$ cat src/rtl/main_fsm_pkg.sv
// Shared definitions for the multicycle main control FSM: state codes,
// datapath select encodings, instruction class codes and the control word.
package main_fsm_pkg;

  // 4-bit state codes, FETCH=0 .. UNKNOWN=10; codes 11..15 are illegal.
  typedef enum logic [3:0] {
    FETCH    = 4'd0,
    DECODE   = 4'd1,
    MEMADR   = 4'd2,
    MEMRD    = 4'd3,
    MEMWB    = 4'd4,
    MEMWR    = 4'd5,
    EXECUTER = 4'd6,
    EXECUTEI = 4'd7,
    ALUWB    = 4'd8,
    BRANCH   = 4'd9,
    UNKNOWN  = 4'd10
  } state_t;

  // ALUSrcA encodings
  localparam logic [1:0] SRCA_RN    = 2'b00;
  localparam logic [1:0] SRCA_PC    = 2'b01;

  // ALUSrcB encodings
  localparam logic [1:0] SRCB_RM    = 2'b00;
  localparam logic [1:0] SRCB_IMM   = 2'b01;
  localparam logic [1:0] SRCB_FOUR  = 2'b10;

  // ResultSrc encodings
  localparam logic [1:0] RES_ALUOUT = 2'b00;
  localparam logic [1:0] RES_DATA   = 2'b01;
  localparam logic [1:0] RES_ALU    = 2'b10;

  // Instruction class (Op) codes
  localparam logic [1:0] OP_DP      = 2'b00;
  localparam logic [1:0] OP_MEM     = 2'b01;
  localparam logic [1:0] OP_BR      = 2'b10;
  localparam logic [1:0] OP_UNDEF   = 2'b11;

  // 12-bit control word. ALUSrcA only ever selects Rn or PC, so just its
  // low bit is carried here; the top module zero-extends it.
  typedef struct packed {
    logic       ir_write;
    logic       adr_src;
    logic       alu_src_a;
    logic [1:0] alu_src_b;
    logic [1:0] result_src;
    logic       alu_op;
    logic       next_pc;
    logic       reg_w;
    logic       mem_w;
    logic       branch;
  } ctrl_t;

  localparam ctrl_t CTRL_NONE = '0;

  // States that finish an instruction and hand control back to FETCH.
  function automatic logic is_terminal(input state_t s);
    case (s)
      MEMWB, MEMWR, ALUWB, BRANCH, UNKNOWN: is_terminal = 1'b1;
      default:                              is_terminal = 1'b0;
    endcase
  endfunction

endpackage

$ cat src/rtl/main_fsm_outdec.sv
// Moore output decoder: maps the current state to the 12-bit control word.
// Anything not listed for a state stays 0; illegal codes give all zeros.
module main_fsm_outdec
  import main_fsm_pkg::*;
(
  input  state_t state,
  output ctrl_t  ctrl
);

  // Per-state control strobes and datapath selects
  always_comb begin
    ctrl = CTRL_NONE;
    case (state)
      FETCH: begin
        ctrl.ir_write   = 1'b1;
        ctrl.adr_src    = 1'b0;
        ctrl.alu_src_a  = SRCA_PC[0];
        ctrl.alu_src_b  = SRCB_FOUR;
        ctrl.result_src = RES_ALU;
        ctrl.alu_op     = 1'b0;
        ctrl.next_pc    = 1'b1;
      end
      DECODE: begin
        ctrl.alu_src_a  = SRCA_PC[0];
        ctrl.alu_src_b  = SRCB_FOUR;
        ctrl.result_src = RES_ALU;
      end
      MEMADR: begin
        ctrl.alu_src_a  = SRCA_RN[0];
        ctrl.alu_src_b  = SRCB_IMM;
        ctrl.alu_op     = 1'b0;
      end
      MEMRD: begin
        ctrl.adr_src    = 1'b1;
        ctrl.result_src = RES_ALUOUT;
      end
      MEMWB: begin
        ctrl.result_src = RES_DATA;
        ctrl.reg_w      = 1'b1;
      end
      MEMWR: begin
        ctrl.adr_src    = 1'b1;
        ctrl.result_src = RES_ALUOUT;
        ctrl.mem_w      = 1'b1;
      end
      EXECUTER: begin
        ctrl.alu_src_a  = SRCA_RN[0];
        ctrl.alu_src_b  = SRCB_RM;
        ctrl.alu_op     = 1'b1;
      end
      EXECUTEI: begin
        ctrl.alu_src_a  = SRCA_RN[0];
        ctrl.alu_src_b  = SRCB_IMM;
        ctrl.alu_op     = 1'b1;
      end
      ALUWB: begin
        ctrl.result_src = RES_ALUOUT;
        ctrl.reg_w      = 1'b1;
      end
      BRANCH: begin
        ctrl.alu_src_a  = SRCA_RN[0];
        ctrl.alu_src_b  = SRCB_IMM;
        ctrl.result_src = RES_ALU;
        ctrl.alu_op     = 1'b0;
        ctrl.branch     = 1'b1;
      end
      default: ctrl = CTRL_NONE;
    endcase
  end

endmodule

$ cat src/rtl/main_fsm.sv
// Multicycle main control FSM. Holds the state register and next-state
// logic and produces the per-cycle strobes consumed by condlogic.
// Optional performance counters (CycCnt/RetCnt) are built only when the
// macro MAIN_FSM_PERF_EN is defined.
module main_fsm
  import main_fsm_pkg::*;
#(
  parameter int CNT_W = 32
) (
  input  logic             clk,
  input  logic             reset,
  input  logic [1:0]       Op,
  input  logic [5:0]       Funct,
  output logic             IRWrite,
  output logic             AdrSrc,
  output logic [1:0]       ALUSrcA,
  output logic [1:0]       ALUSrcB,
  output logic [1:0]       ResultSrc,
  output logic             ALUOp,
  output logic             NextPC,
  output logic             RegW,
  output logic             MemW,
  output logic             Branch
`ifdef MAIN_FSM_PERF_EN
  ,
  output logic [CNT_W-1:0] CycCnt,
  output logic [CNT_W-1:0] RetCnt
`endif
);

  if (CNT_W < 1) begin : g_bad_cnt_w
    $error("main_fsm: CNT_W must be at least 1");
  end

  state_t state;
  state_t state_nxt;
  ctrl_t  ctrl;

  // Only I (Funct[5]) and L (Funct[0]) steer the sequence.
  logic unused_funct;
  assign unused_funct = ^Funct[4:1];

  // State register; reset drops to FETCH immediately, abandoning any instruction
  always_ff @(posedge clk or posedge reset) begin
    if (reset) state <= FETCH;
    else       state <= state_nxt;
  end

  // Next-state logic; Op/Funct only matter in DECODE and MEMADR
  always_comb begin
    state_nxt = FETCH;
    case (state)
      FETCH:  state_nxt = DECODE;
      DECODE: begin
        case (Op)
          OP_MEM:  state_nxt = MEMADR;
          OP_DP:   state_nxt = Funct[5] ? EXECUTEI : EXECUTER;
          OP_BR:   state_nxt = BRANCH;
          default: state_nxt = UNKNOWN;
        endcase
      end
      MEMADR:             state_nxt = Funct[0] ? MEMRD : MEMWR;
      MEMRD:              state_nxt = MEMWB;
      EXECUTER, EXECUTEI: state_nxt = ALUWB;
      default:            state_nxt = FETCH;
    endcase
  end

  main_fsm_outdec u_outdec (
    .state (state),
    .ctrl  (ctrl)
  );

  assign IRWrite   = ctrl.ir_write;
  assign AdrSrc    = ctrl.adr_src;
  assign ALUSrcA   = {1'b0, ctrl.alu_src_a};
  assign ALUSrcB   = ctrl.alu_src_b;
  assign ResultSrc = ctrl.result_src;
  assign ALUOp     = ctrl.alu_op;
  assign NextPC    = ctrl.next_pc;
  assign RegW      = ctrl.reg_w;
  assign MemW      = ctrl.mem_w;
  assign Branch    = ctrl.branch;

`ifdef MAIN_FSM_PERF_EN
  // Cycle and retired-instruction counters, wrapping modulo 2^CNT_W
  always_ff @(posedge clk or posedge reset) begin
    if (reset) begin
      CycCnt <= '0;
      RetCnt <= '0;
    end else begin
      CycCnt <= CycCnt + CNT_W'(1);
      if (is_terminal(state) && (state_nxt == FETCH))
        RetCnt <= RetCnt + CNT_W'(1);
    end
  end
`endif

endmodule

$ cat config.mk
export PLATFORM = sky130hd
export DESIGN_NAME = main_fsm
export DESIGN_NICKNAME = d
export VERILOG_FILES = /design/src/rtl/main_fsm_pkg.sv /design/src/rtl/main_fsm_outdec.sv /design/src/rtl/main_fsm.sv
export SDC_FILE = /design/constraint.sdc
export NUM_CORES = 1
export LEC_CHECK = 0
export CAP_MARGIN = 20
export CORE_AREA = 2 2 39 41
export DETAILED_ROUTE_END_ITERATION = 10
export DIE_AREA = 0 0 41 43
export SYNTH_ARGS = -nofsm -noshare
export SYNTH_HDL_FRONTEND = slang
export SYNTH_SLANG_ARGS = --single-unit
$ cat constraint.sdc
create_clock -name clk -period 3.5 [get_ports clk]
set_input_delay 0.7 -clock clk [delete_from_list [all_inputs] [get_ports clk]]
set_output_delay 0.7 -clock clk [all_outputs]
set_load 0.02 [all_outputs]
==> metrics.md <==
| Metric | Value |
|---|---|
| Post-synth EDFFs | 0 |
| Starting Density | 26.4% |
| Area delta synth->final | 40.8% |
| Critical Path Start Type | register |
| Placer Congestion | 0.624 |
| Fin crit period | 2610 ps |
| Largest Register | state |
| CP Class | register to output pin |
| Nets | 69 |
| # H-tree levels | 1 |
| Port Buffer Count | 17 |
| Net Switching | 281 uW |
| Run status | finished clean |
| RR Startpoint | state[1] |
| Worst R2R Path Depth | 3 |
| RSZ-0062 raised after global routing | false |
| Sw frac | 47.7% |
| Vias/cell | 4.66 |
| Power share of the clock group | 9.6% |
| Worst-skew pair later-pin latency | 240 ps |
| Ys Warns | 0 |
| Most area-consuming cells after synthesis | dfrtp_1 (27%), buf_6 (9.2%), buf_4 (8.2%), nor2_1 (6.2%), nor3_1 (5.5%) |
| DP Wirelength | 563 um |
| Post-CTS setup buffer count | 0 |
| Pin count of the biggest net entering global routing | 12 |
| Unique cell type count in the Yosys netlist | 24 |
| Final ANT Viol Nets | 0 |
| CTS tree | done |
| Hold slack | 644 ps |
| 1st-iter DRT viols | 6 |
| Antenna diode instance count | 0 |
| WP data required | 2800 ps |
| Die Ht | 43 um |
| R2R setup slack | 2370 ps |
| Regs by FF count | state (4) |
| Pwr dens | 1140 nW/um2 |
| Die Wd | 41 um |
| All-Layer GR Usage | 11.0% |
| Initial antenna violation count | 0 |
| Min-delay worst type | primary input to async pin |
| Fin. Hold Viols | 0 |
| Share of the synthesized area in the top cell type | 27.4% |
| Post_cts resized | 0 |
| Cell taking the most area after synthesis | dfrtp_1 |
| Max Root-Sink Buffers | 2 |
| Ys async rst share | 100% |
| Flop pwr share | 23.3% |
| Slew Limit Fails | 0 |
| Period utilization | 74.7% |
| # IOs | 23 |
| Combinational cell fraction of total power | 67.2% |
| First-pass iteration count of the detailed router | 2 |
| Mean post-synth cell area | 8.30 um2 |
| Core area | 1380 um2 |
| Root Buffer Master | clkbuf_4 |
| Vias post-DR | 340 |
| Ratio of cells with drive above 1 in the final layout | 10.5% |
| WL final | 756 um |
| Max-cap violation count | 0 |
| Internal power | 308 uW |
| # fillers | 149 |
| WP data arrival | 1910 ps |
| Sink Count | 4 |
| Gr ovfl total | 0 |
| Hold_buf cts | 0 |
| Clock transition at path regs | 40 ps |
| Sequential share of the synthesized area | 27.4% |
| WL/cell | 10.4 um |
| Setup violations, final | 0 |
| #FFs+latches synth | 4 |
| Critical Path Sink Type | output pin |
| Global-route wire length before repair | 1.30 mm |
| Syn Inst Count | 44 |
| Cell area after synthesis | 365 um2 |
| Vias in the first global route | 315 |
| Synth Flop Type | dfrtp_1 |
| Worst-case clock skew | 3.90 ps |
| Die ar. | 1760 um2 |
| Leakage | 0.000204 uW |
| Crit Path Max Fanout | 11 |
| Max reg flops | 4 |
| CP Launch Point | state[1] |
| DRC viols | 0 |
| RR Endpoint | state[1] |
| Max VDD drop | 0.521 mV |
| Fmax achieved | 0.383 GHz |
| Num rows | 14 |
| CTS buffer count | 3 |
| Syn_nets | 54 |
| Final TNS setup | 0 ps |
==> power groups by stage <==
stage          logic (uW)  clock network (uW)  registers (uW)
2_1_floorplan         342                   0            78.7
3_3_place_gp          397                   0             137
3_5_place_dp          400                   0             137
4_1_cts               400                58.6             136
5_1_grt               425                64.8             144
6_report              395                56.3             137
==> cell usage after synthesis (3+ instances only) <==
library cell,n
buf_4,4
buf_6,3
dfrtp_1,4
nand2b_1,3
inv_1,3
nor2_1,6
nor3_1,4
==> per-stage QoR <==
step           setup WS, ps  util (%)  instances  power, uW  cell area, um2
2_1_floorplan          1230         -         44        420             365
3_3_place_gp           1140      35.5         70        534             492
3_5_place_dp           1120      35.5         70        537             492
4_1_cts                 864      37.2         73        595             514
5_1_grt                 800      37.2         73        635             514
6_report                887      37.2         73        589             514
==> cell families (layout without fill, tap and decap cells) <==
kind of cell	after synthesis	after routing	synth area share, %
other	1	1	1.03
XOR/XNOR	2	2	4.80
AND/OR/NAND/NOR	19	19	29.1
buffers and inverters	10	23	20.5
AO/OA/AOI/OAI	8	8	17.1
flip-flops	4	4	27.4
==> worst max path at each step <==
stage / end / slack, ps
finish: ALUSrcB[0] / 890
global route: ALUSrcB[0] / 800
CTS: ALUSrcB[0] / 860
detailed placement: ALUSrcB[0] / 1120
global placement: ALUSrcB[0] / 1140
floorplan: NextPC / 1230
==> critical path, cell delays in order, from the launching register on <==
cell	delay, ps
dfrtp_1	550
inv_1	140
o32ai_1	320
clkdlybuf4s50_1	660
==> layout make-up <==
| cell class | instances | area [um2] | area share, % |
|---|---|---|---|
| sequential | 4 | 100 | 19.5 |
| tap | 16 | 20.0 | 3.89 |
| inverter | 3 | 11.3 | 2.19 |
| clock buffer | 3 | 22.5 | 4.38 |
| multi-input combinational | 30 | 190 | 37.0 |
| timing repair buffer | 17 | 170 | 33.1 |
==> layer usage <==
layer  part of all wire [%]  vias to the layer above  track usage [%]
li1                       -                      169                -
met1                     46                      158             15.6
met2                     46                       10             13.4
met3                    7.1                        3             6.28
met4                    1.1                        0             4.00
met5                      0                        -                0
==> layout by cell type, fill, tap and decap left out, drive strengths merged, types with 2 or more instances in the layout <==
master	n
nor3	5
clkdlybuf4s50	17
dfrtp	4
nor2	6
clkbuf	3
nand2b	4
a211oi	2
inv	3
Note: power is estimated with default switching activity, not from simulation.
